===== src/rtl/spi_flash_responder.sv =====
// spi_flash_responder
//
// Purpose:
//   SPI mode-0 flash responder. It answers the 0x03 READ transaction: an
//   opcode byte, then a 24-bit byte address, then data bytes for as long as
//   chip select stays low. Words come from a backing memory that has a
//   1-cycle read port. SCK, CS_N and MOSI are oversampled in the clk domain,
//   so clk must run at least 8x SCK. A read runs sequentially through memory:
//   the next word is prefetched when lane 3 of the current word is loaded.
//
// Ports:
//   clk_i        system clock, rising edge
//   resetn_i     synchronous active-low reset
//   sck_i        SPI clock from the initiator (asynchronous to clk_i)
//   cs_n_i       chip select, active low (asynchronous to clk_i)
//   mosi_i       initiator -> responder serial data
//   miso_o       responder -> initiator serial data
//   mem_addr_o   word address for the backing memory
//   mem_rstrb_o  one-cycle read strobe; mem_rdata_i is valid the next clk
//   mem_rdata_i  word read back; byte lane 0 is bits [7:0]
//   busy_o       high while a transaction is in progress
//   cmd_err_o    one-cycle pulse when a non-READ opcode has been received
module spi_flash_responder #(
    parameter int         ADDR_W       = 20,
    parameter logic [7:0] CMD_READ     = 8'h03,
    parameter int         DUMMY_CLOCKS = 0
) (
    input  logic              clk_i,
    input  logic              resetn_i,
    input  logic              sck_i,
    input  logic              cs_n_i,
    input  logic              mosi_i,
    output logic              miso_o,
    output logic [ADDR_W-1:0] mem_addr_o,
    output logic              mem_rstrb_o,
    input  logic [31:0]       mem_rdata_i,
    output logic              busy_o,
    output logic              cmd_err_o
);

    localparam int DCW = (DUMMY_CLOCKS > 1) ? $clog2(DUMMY_CLOCKS) : 1;
    localparam logic [DCW-1:0] DUMMY_LAST =
        DCW'((DUMMY_CLOCKS > 0) ? DUMMY_CLOCKS - 1 : 0);

    typedef enum logic [2:0] {
        IDLE   = 3'd0,
        CMD    = 3'd1,
        ADDR   = 3'd2,
        IGNORE = 3'd3,
        DUMMY  = 3'd4,
        DATA   = 3'd5
    } state_e;

    state_e state_q, state_d;

    // Synchronizer stages and edge-detect history.
    logic sckMeta_q, sckSync_q, sckPrev_q;
    logic csMeta_q, csSync_q, csPrev_q;
    logic mosiMeta_q, mosiSync_q;
    logic [1:0] warm_q;
    logic armed_q;

    // Datapath registers.
    logic [4:0]        bitCnt_q;
    logic [2:0]        txBit_q;
    logic [DCW-1:0]    dummyCnt_q;
    logic [ADDR_W:0]   shift_q;
    logic [1:0]        laneIdx_q;
    logic [31:0]       word_q;
    logic              fetchPend_q;
    logic [6:0]        txShift_q;
    logic              misoBit_q;
    logic [ADDR_W-1:0] memAddr_q;
    logic              memRstrb_q;
    logic              cmdErr_q;

    logic sckRise, sckFall, csFall, abort;
    logic [ADDR_W:0]   shiftNext;
    logic [ADDR_W+1:0] byteAddr;
    logic [7:0]        opcodeNext;
    logic [7:0]        laneByte;

    // Edge events come from the synchronized copies. The serial data is
    // delayed by the same two stages as SCK, so MOSI lines up with its rise.
    // A CS_N fall counts only once a genuine high level has been seen after
    // reset. A reset that lands in the middle of a transaction therefore
    // leaves the responder idle until the initiator starts a new one.
    assign sckRise    = sckSync_q & ~sckPrev_q;
    assign sckFall    = ~sckSync_q & sckPrev_q;
    assign csFall     = armed_q & csPrev_q & ~csSync_q;
    assign abort      = (state_q != IDLE) && csSync_q;
    assign shiftNext  = {shift_q[ADDR_W-1:0], mosiSync_q};
    assign byteAddr   = {shift_q, mosiSync_q};
    assign opcodeNext = shiftNext[7:0];

    // Two-flop synchronizers plus a third flop for edge detection. warm_q
    // counts the clocks after reset until every stage holds a real sample.
    always_ff @(posedge clk_i) begin
        if (!resetn_i) begin
            sckMeta_q  <= 1'b0;
            sckSync_q  <= 1'b0;
            sckPrev_q  <= 1'b0;
            csMeta_q   <= 1'b1;
            csSync_q   <= 1'b1;
            csPrev_q   <= 1'b1;
            mosiMeta_q <= 1'b0;
            mosiSync_q <= 1'b0;
            warm_q     <= 2'd0;
            armed_q    <= 1'b0;
        end else begin
            sckMeta_q  <= sck_i;
            sckSync_q  <= sckMeta_q;
            sckPrev_q  <= sckSync_q;
            csMeta_q   <= cs_n_i;
            csSync_q   <= csMeta_q;
            csPrev_q   <= csSync_q;
            mosiMeta_q <= mosi_i;
            mosiSync_q <= mosiMeta_q;
            if (warm_q != 2'd3) begin
                warm_q <= warm_q + 2'd1;
            end
            if ((warm_q == 2'd3) && csSync_q) begin
                armed_q <= 1'b1;
            end
        end
    end

    // State register.
    always_ff @(posedge clk_i) begin
        if (!resetn_i) begin
            state_q <= IDLE;
        end else begin
            state_q <= state_d;
        end
    end

    // Next-state logic. Deselection overrides every other transition.
    always_comb begin
        state_d = state_q;
        if (abort) begin
            state_d = IDLE;
        end else begin
            case (state_q)
                IDLE: begin
                    if (csFall) begin
                        state_d = CMD;
                    end
                end
                CMD: begin
                    if (sckRise && (bitCnt_q == 5'd7)) begin
                        state_d = (opcodeNext == CMD_READ) ? ADDR : IGNORE;
                    end
                end
                ADDR: begin
                    if (sckRise && (bitCnt_q == 5'd23)) begin
                        state_d = (DUMMY_CLOCKS == 0) ? DATA : DUMMY;
                    end
                end
                DUMMY: begin
                    if (sckRise && (dummyCnt_q == DUMMY_LAST)) begin
                        state_d = DATA;
                    end
                end
                default: state_d = state_q;
            endcase
        end
    end

    // Selects the byte lane that the next load hands to the MISO shifter.
    always_comb begin
        laneByte = word_q[7:0];
        case (laneIdx_q)
            2'd0: laneByte = word_q[7:0];
            2'd1: laneByte = word_q[15:8];
            2'd2: laneByte = word_q[23:16];
            2'd3: laneByte = word_q[31:24];
            default: laneByte = word_q[7:0];
        endcase
    end

    // Datapath. The shift register is only ADDR_W+1 bits wide, so the high
    // address bits fall off the top as they are shifted in. A fetch result
    // that is still in flight when chip select rises is thrown away.
    always_ff @(posedge clk_i) begin
        if (!resetn_i) begin
            bitCnt_q    <= '0;
            txBit_q     <= '0;
            dummyCnt_q  <= '0;
            shift_q     <= '0;
            laneIdx_q   <= '0;
            word_q      <= '0;
            fetchPend_q <= 1'b0;
            txShift_q   <= '0;
            misoBit_q   <= 1'b0;
            memAddr_q   <= '0;
            memRstrb_q  <= 1'b0;
            cmdErr_q    <= 1'b0;
        end else begin
            memRstrb_q  <= 1'b0;
            cmdErr_q    <= 1'b0;
            fetchPend_q <= memRstrb_q;
            if (fetchPend_q) begin
                word_q <= mem_rdata_i;
            end
            if (abort) begin
                bitCnt_q    <= '0;
                txBit_q     <= '0;
                dummyCnt_q  <= '0;
                shift_q     <= '0;
                laneIdx_q   <= '0;
                word_q      <= '0;
                fetchPend_q <= 1'b0;
                txShift_q   <= '0;
                misoBit_q   <= 1'b0;
            end else begin
                case (state_q)
                    CMD: begin
                        if (sckRise) begin
                            shift_q <= shiftNext;
                            if (bitCnt_q == 5'd7) begin
                                bitCnt_q <= '0;
                                if (opcodeNext != CMD_READ) begin
                                    cmdErr_q <= 1'b1;
                                end
                            end else begin
                                bitCnt_q <= bitCnt_q + 5'd1;
                            end
                        end
                    end
                    ADDR: begin
                        if (sckRise) begin
                            shift_q <= shiftNext;
                            if (bitCnt_q == 5'd23) begin
                                bitCnt_q   <= '0;
                                memAddr_q  <= byteAddr[ADDR_W+1:2];
                                laneIdx_q  <= byteAddr[1:0];
                                memRstrb_q <= 1'b1;
                            end else begin
                                bitCnt_q <= bitCnt_q + 5'd1;
                            end
                        end
                    end
                    DUMMY: begin
                        if (sckRise) begin
                            dummyCnt_q <= dummyCnt_q + DCW'(1);
                        end
                    end
                    DATA: begin
                        // On the first fall of each byte, load a new lane.
                        // Loading lane 3 also prefetches the next word, which
                        // then has a whole byte time to arrive.
                        if (sckFall) begin
                            txBit_q <= txBit_q + 3'd1;
                            if (txBit_q == 3'd0) begin
                                misoBit_q <= laneByte[7];
                                txShift_q <= laneByte[6:0];
                                laneIdx_q <= laneIdx_q + 2'd1;
                                if (laneIdx_q == 2'd3) begin
                                    memAddr_q  <= memAddr_q + 1'b1;
                                    memRstrb_q <= 1'b1;
                                end
                            end else begin
                                misoBit_q <= txShift_q[6];
                                txShift_q <= {txShift_q[5:0], 1'b0};
                            end
                        end
                    end
                    default: begin
                    end
                endcase
            end
        end
    end

    // Output logic. MISO carries data only in DATA and is held low elsewhere.
    always_comb begin
        miso_o      = (state_q == DATA) ? misoBit_q : 1'b0;
        busy_o      = (state_q != IDLE);
        mem_addr_o  = memAddr_q;
        mem_rstrb_o = memRstrb_q;
        cmd_err_o   = cmdErr_q;
    end

endmodule

===== config.mk =====
export PLATFORM = sky130hd
export DESIGN_NAME = spi_flash_responder
export DESIGN_NICKNAME = d
export VERILOG_FILES = /design/src/rtl/spi_flash_responder.sv
export SDC_FILE = /design/constraint.sdc
export NUM_CORES = 1
export LEC_CHECK = 0
export ABC_AREA = 1
export BUFFER_PORTS_ARGS = -buffer_cell sky130_fd_sc_hd__buf_2
export CAP_MARGIN = 20
export CORE_UTILIZATION = 50
export DETAILED_ROUTE_END_ITERATION = 12
export GPL_TIMING_DRIVEN = 0
export PLACE_DENSITY = 0.82
export SYNTH_ARGS = -nofsm -noshare
export SYNTH_HDL_FRONTEND = slang
export SYNTH_SLANG_ARGS = --single-unit

===== constraint.sdc =====
create_clock -name clk_i -period 4.6 [get_ports clk_i]
set_input_delay 0.46 -clock clk_i [delete_from_list [all_inputs] [get_ports clk_i]]
set_output_delay 0.46 -clock clk_i [all_outputs]
set_load 0.02 [all_outputs]

==> impl_metrics.py, run 1 <==
metrics = {
    "clock_network": {
        "numCtsBuffers": 9,
        "post_cts_buffers": 0,
        "cts_tree": "yes",
        "cts_buffer_depth": 2,
        "clk_pin_slew_worst_paths_ns": 0.10,
        "h-tree-depth": 3,
        "hold_buffers": 0,
        "cts-resized-gates": 0,
        "clk_latency_ns": 0.39,
        "cts.sinks": 109,
        "ctsRootBufferMaster": "clkbuf_8",
    },
    "floorplanning": {
        "num_rows": 36,
        "die_w_microns": 104,
        "start_util_pct": 52.1,
        "die_h_microns": 104,
        "die_area_sq_um": 10700,
        "core_sq_um": 9910,
        "io-pin-count": 61,
    },
    "worst_setup_path": {
        "r2r_start": "laneIdx_q[0]",
        "r2r_setup_slack_ns": 2.60,
        "arrival_ns": 1.84,
        "path_class": "reg2out",
        "worstSetupStartpoint": "state_q[1]",
        "cp-end-kind": "primary output",
        "path_max_fanout": 10,
        "required_ns": 4.14,
        "startpoint_type": "flip-flop",
    },
    "placed_design": {
        "place_area_sq_um": 5630,
        "io_buffers": 59,
        "place_hpwl_mm": 9.00,
        "gp_congestion": 0.862,
        "dp_cells": 966,
    },
    "global_route": {
        "grt_max_degree": 22,
        "antenna_found_initial": 0,
        "grt_pass1_wl_mm": 21.2,
        "grt_overflow": 0,
        "gr-usage-all-layers_pct": 24.0,
        "grt_pass1_vias": 4623,
    },
    "layout": {
        "regArea_sq_um": 2180,
        "instances_no_fill": 982,
        "n_fill_cell": 960,
        "antenna_cells": 0,
        "design_area_sq_um": 5830,
        "multi_input_area_sq_um": 2610,
        "syn2layout_area_growth_pct": 12.9,
        "nets": 890,
        "drive_gt1_share_pct": 12.2,
    },
    "routing": {
        "routed_wl_mm": 12.3,
        "wl_per_cell_microns": 12.5,
        "ant_nets": 0,
        "viasPerCell": 5.16,
        "route.detailed.drc": 0,
        "vias": 5067,
        "dr.first_iter.drc_count": 280,
        "first_pass_iters": 5,
    },
    "synthesis": {
        "ys_types": 31,
        "synth_edf_count": 0,
        "yosysTopAreaCellShare_pct": 42.2,
        "synthCells": 774,
        "synth_top_family_by_area": "simple AND/OR/NAND/NOR gates",
        "synthSimpleGateAreaFrac_pct": 32.9,
        "synthMuxAreaShare_pct": 0,
        "synth.cells.most_frequent": "232 x nand2_1, 109 x dfxtp_1, 109 x nor2_1",
        "synth-xor-area-share_pct": 0.339,
        "ys_ff_latch": 109,
        "synth_compound_area_share_pct": 15.2,
        "synthMostInstantiatedCell": "nand2_1",
        "synth_area_leader_cell": "dfxtp_1",
        "synth_area_sq_um": 5160,
        "seq_area_frac_synth_pct": 42.2,
        "synth_nets": 820,
        "async_flop_share_pct": 0,
        "synth_fa_ha_area_share_pct": 2.18,
        "yosys_warnings": 0,
        "ys.flop_type": "dfxtp_1",
        "syn_area_per_cell_sq_um": 6.67,
        "ys_top_cells_by_area": "dfxtp_1 42%, nand2_1 17%, a21oi_1 8.4%, nor2_1 7.9%, o21ai_0 5.5%",
    },
    "run": {
        "drv_cap": 0,
    },
    "power": {
        "p_total_mw": 1.74,
        "power-per-cell-area_nw_per_um2": 299,
        "p_int_mw": 1.24,
        "p_seq_share_pct": 55.9,
        "power_frac_clock_pct": 33.8,
        "p_sw_share_pct": 29.1,
        "switching_power_mw": 0.507,
        "p_comb_share_pct": 10.3,
        "ir_worst_vdd_mv": 0.154,
        "p_leak_nw": 2.44,
    },
    "timing": {
        "fin_tns_setup_ns": 0,
        "post-route-min-period_ns": 2.30,
        "post-route-period-util_pct": 50.0,
        "worst_pin_slew_ns": 0.564,
        "hold_viol": 0,
        "fin_worst_skew_ns": 0.0167,
        "slew_headroom_pct": 62.4,
        "whs_ns": 0.261,
        "rsz0062_at_grt": "no",
        "max_freq_mhz": 435,
        "setup_violations": 0,
        "finalMaxSlewViolations": 0,
    },
    "worst_hold_path": {
        "worstHoldStart": "cs_n_i",
        "hold_path.class": "in2reg",
    },
    "run_status": {
        "status": "completed",
    },
}
==> per-stage QoR <==
stage                     setup slack (ns)  util (%)
after floorplan                       2.91         -
after global placement                2.63      56.8
after detailed placement              2.57      56.8
after CTS                             2.27      58.8
after global routing                  2.11      58.8
final                                 2.30      58.8
==> power by group through the flow <==
stage | logic (mW) | registers, mW | clock network, mW
floorplan | 0.125 | 0.994 | 0
global placement | 0.175 | 0.994 | 0
detailed placement | 0.178 | 0.996 | 0
CTS | 0.179 | 0.974 | 0.598
global route | 0.208 | 0.977 | 0.631
finish | 0.180 | 0.974 | 0.589
==> routing by layer <==
metal,part of all wire (%),GRT usage [%]
met2,47,40.0
met5,0,0
met1,47,31.4
met3,4.5,3.78
met4,1.4,8.70
==> worst paths after layout <==
path                    end  cells after the start
max                  miso_o                      5
min                csMeta_q                      2
max reg2reg  mem_addr_o[10]                      8
min reg2reg       sckSync_q                      2
==> placed cells by master (no fill, tap or decap) <==
cell type | Yosys | final
o21ai_0 | 57 | 57
nand3b_1 | 2 | 2
or2_2 | 4 | 4
dfxtp_1 | 109 | 109
inv_1 | 57 | 57
ha_1 | 9 | 9
clkbuf_8 | 0 | 9
nand3_4 | 1 | 1
clkbuf_1 | 22 | 22
inv_8 | 0 | 1
a31oi_1 | 7 | 7
buf_6 | 1 | 1
xor2_1 | 1 | 1
clkbuf_2 | 1 | 1
buf_1 | 2 | 2
inv_2 | 5 | 5
clkinv_8 | 0 | 2
nor2_1 | 109 | 109
nor4_1 | 1 | 1
nand2_2 | 3 | 3
o2111ai_1 | 1 | 1
nand2_1 | 232 | 232
xnor2_1 | 1 | 1
buf_2 | 6 | 65
nor2_2 | 2 | 2
o211ai_1 | 1 | 1
nand3_2 | 2 | 2
nor3_1 | 2 | 2
nor2_8 | 1 | 1
o21ai_1 | 1 | 1
a21oi_1 | 87 | 87
nand3_1 | 29 | 29
nor2_4 | 3 | 3
inv_6 | 0 | 3
clkinv_4 | 0 | 1
nand4_1 | 15 | 15
==> sequential cells by signal, summed over array words and instances, names as in the netlist, 2 cells and up <==
signal and cells:
txShift_q 7, word_q 32, mem_addr_o 20, shift_q 21, txBit_q 3, bitCnt_q 5, warm_q 2, laneIdx_q 2
state_q 3
==> critical path: stages, from the launching register on <==
cell and delay, ns:
dfxtp_1 0.44, inv_2 0.07, nand3_2 0.20, clkbuf_1 0.46
nor2_1 0.11, buf_2 0.18
==> final cells by class <==
type                            instances  area share, %
Sequential cell                       109           37.4
Timing Repair Buffer                   59           5.07
Inverter                               62           3.99
Tap cell                              133           2.85
Multi-Input combinational cell        571           44.8
Clock buffer                            9           2.12
Clock inverter                          7           1.35
Buffer                                 32           2.34
==> cell families after synthesis <==
logic type / Yosys count
simple gates: 406
flops: 109
compound gates: 154
xor+xnor: 2
fa+ha+maj: 9
buf+inv: 94
Note: power is estimated with default switching activity, not from simulation.
==> run 2: changes to the inputs <==
==> constraint.sdc (replaced) <==
create_clock -name clk_i -period 2.15 [get_ports clk_i]
set_input_delay 0.215 -clock clk_i [delete_from_list [all_inputs] [get_ports clk_i]]
set_output_delay 0.215 -clock clk_i [all_outputs]
set_load 0.02 [all_outputs]
==> impl_metrics.py, run 2 (synthesized netlist as in run 1, its figures left out) <==
metrics = {
    "timing": {
        "finalMaxSlewViolations": 0,
        "max_freq_mhz": 516,
        "fin_tns_setup_ns": 0,
        "worst_pin_slew_ns": 0.546,
        "setup_violations": 0,
        "rsz0062_at_grt": "no",
        "whs_ns": 0.0155,
        "post-route-min-period_ns": 1.94,
        "fin_worst_skew_ns": 0.0156,
        "post-route-period-util_pct": 90.2,
        "hold_viol": 0,
        "slew_headroom_pct": 63.6,
    },
    "layout": {
        "drive_gt1_share_pct": 12.4,
        "largest_reg_flops": 32,
        "syn2layout_area_growth_pct": 12.8,
        "design_area_sq_um": 5830,
        "nets": 889,
        "final_cell_mix": "232 x nand2_1, 109 x nor2_1, 109 x dfxtp_1",
        "layout_commonest_cell": "nand2_1",
        "antenna_cells": 0,
        "regMostFlops": "word_q",
    },
    "clock_network": {
        "clk_latency_ns": 0.39,
        "ctsRootBufferMaster": "clkbuf_8",
        "clk_pin_slew_worst_paths_ns": 0.11,
        "cts-resized-gates": 0,
        "hold_buffers": 0,
        "cts_buffer_depth": 2,
        "h-tree-depth": 3,
        "post_cts_buffers": 0,
        "cts.sinks": 109,
        "cts_tree": "yes",
        "numCtsBuffers": 9,
    },
    "worst_setup_path": {
        "critPathTopFamily": "buffers and inverters",
        "worst-path-buf-inv": 2,
        "max_stage_delay_ns": 0.43,
        "rr_worst_depth": 7,
        "startpoint_type": "flip-flop",
        "r2r_setup_slack_ns": 0.29,
        "path_class": "reg2out",
        "r2r_start": "laneIdx_q[0]",
        "cpMaxStageDelayCell": "dfxtp_1",
        "required_ns": 1.93,
        "path_max_fanout": 10,
        "r2r-end": "mem_addr_o[3]",
        "worstSetupStartpoint": "state_q[2]",
        "crit_chain": "nand3_2, clkbuf_2, nor2_1, buf_2",
        "arrival_ns": 1.72,
        "cp-end-kind": "primary output",
    },
    "floorplanning": {
        "die_area_sq_um": 10700,
        "die_w_microns": 104,
        "core_sq_um": 9910,
        "num_rows": 36,
        "io-pin-count": 61,
        "die_h_microns": 104,
        "start_util_pct": 52.1,
    },
    "worst_hold_path": {
        "whs_path_depth": 2,
        "hold_end": "csMeta_q",
        "hold_path.class": "in2reg",
        "worstHoldStart": "cs_n_i",
    },
    "global_route": {
        "grt_overflow": 0,
        "grt_pass1_wl_mm": 21.2,
        "gr-usage-all-layers_pct": 24.0,
        "grt_pass1_vias": 4623,
        "grt_use_met3_pct": 3.78,
        "busiest_layer": "met2",
        "use_met2_pct": 40.0,
        "antenna_found_initial": 0,
        "grt_max_degree": 22,
        "met1_usage_pct": 31.4,
    },
    "placed_design": {
        "place_area_sq_um": 5630,
        "io_buffers": 59,
        "gp_congestion": 0.862,
        "place_hpwl_mm": 9.00,
    },
    "routing": {
        "routed_wl_mm": 12.3,
        "route.detailed.drc": 0,
        "dr.first_iter.drc_count": 277,
        "viasPerCell": 5.20,
        "wl_per_cell_microns": 12.5,
        "ant_nets": 0,
        "vias": 5102,
        "first_pass_iters": 5,
    },
    "run_status": {
        "status": "completed",
    },
    "power": {
        "p_leak_nw": 2.44,
        "power-per-cell-area_nw_per_um2": 640,
        "ir_worst_vdd_mv": 0.329,
    },
    "run": {
        "drv_cap": 0,
    },
}
-- run 2: changes by cell type in the layout (fill, tap and decap cells not counted), sizes merged --
cell    delta
clkbuf     -1
-- run 2: final cells by class --
class	instances	area, sq um
Tap cell	133	166
Clock inverter	7	78.8
Inverter	62	233
Buffer	31	134
Fill cell	961	4080
Clock buffer	9	124
Timing Repair Buffer	59	295
Multi-Input combinational cell	571	2610
Sequential cell	109	2180
-- run 2: worst reg2reg max path, stage by stage, from the launching register on --
cell	delay, ns
dfxtp_1	0.40
ha_1	0.44
nor2_2	0.12
nor2_4	0.27
nand2_2	0.10
nor2_4	0.24
nand2_1	0.09
a21oi_1	0.13
-- run 2: power breakdown --
| group | switching, mW | internal, mW | total, mW |
|---|---|---|---|
| Sequential | 0.0291 | 2.06 | 2.08 |
| Clock | 0.795 | 0.464 | 1.26 |
| Combinational | 0.259 | 0.125 | 0.384 |
| Total | 1.08 | 2.64 | 3.73 |
-- run 2: worst max-delay path by stage --
stage,end,cells after the start
floorplan,mem_addr_o[18],10
global placement,mem_addr_o[8],8
detailed placement,mem_addr_o[10],8
CTS,miso_o,5
global route,mem_addr_o[18],9
finish,miso_o,4
-- run 2: through the flow --
stage | worst slack, ns | power, mW | util, % | instances
2_1_floorplan | 0.457 | 2.39 | - | 774
3_3_place_gp | 0.220 | 2.50 | 56.8 | 966
4_1_cts | 0.0621 | 3.75 | 58.8 | 982
5_1_grt | 0.0500 | 3.88 | 58.8 | 981
6_report | 0.211 | 3.73 | 58.8 | 981
3_5_place_dp | 0.180 | 2.51 | 56.8 | 966
-- run 2: per-layer routing --
metal  vias to the layer above  wire length [microns]
met2                       152                   5780
li1                       2628                      -
met4                         0                    182
met1                      2300                   5640
met5                         -                      0
met3                        22                    675
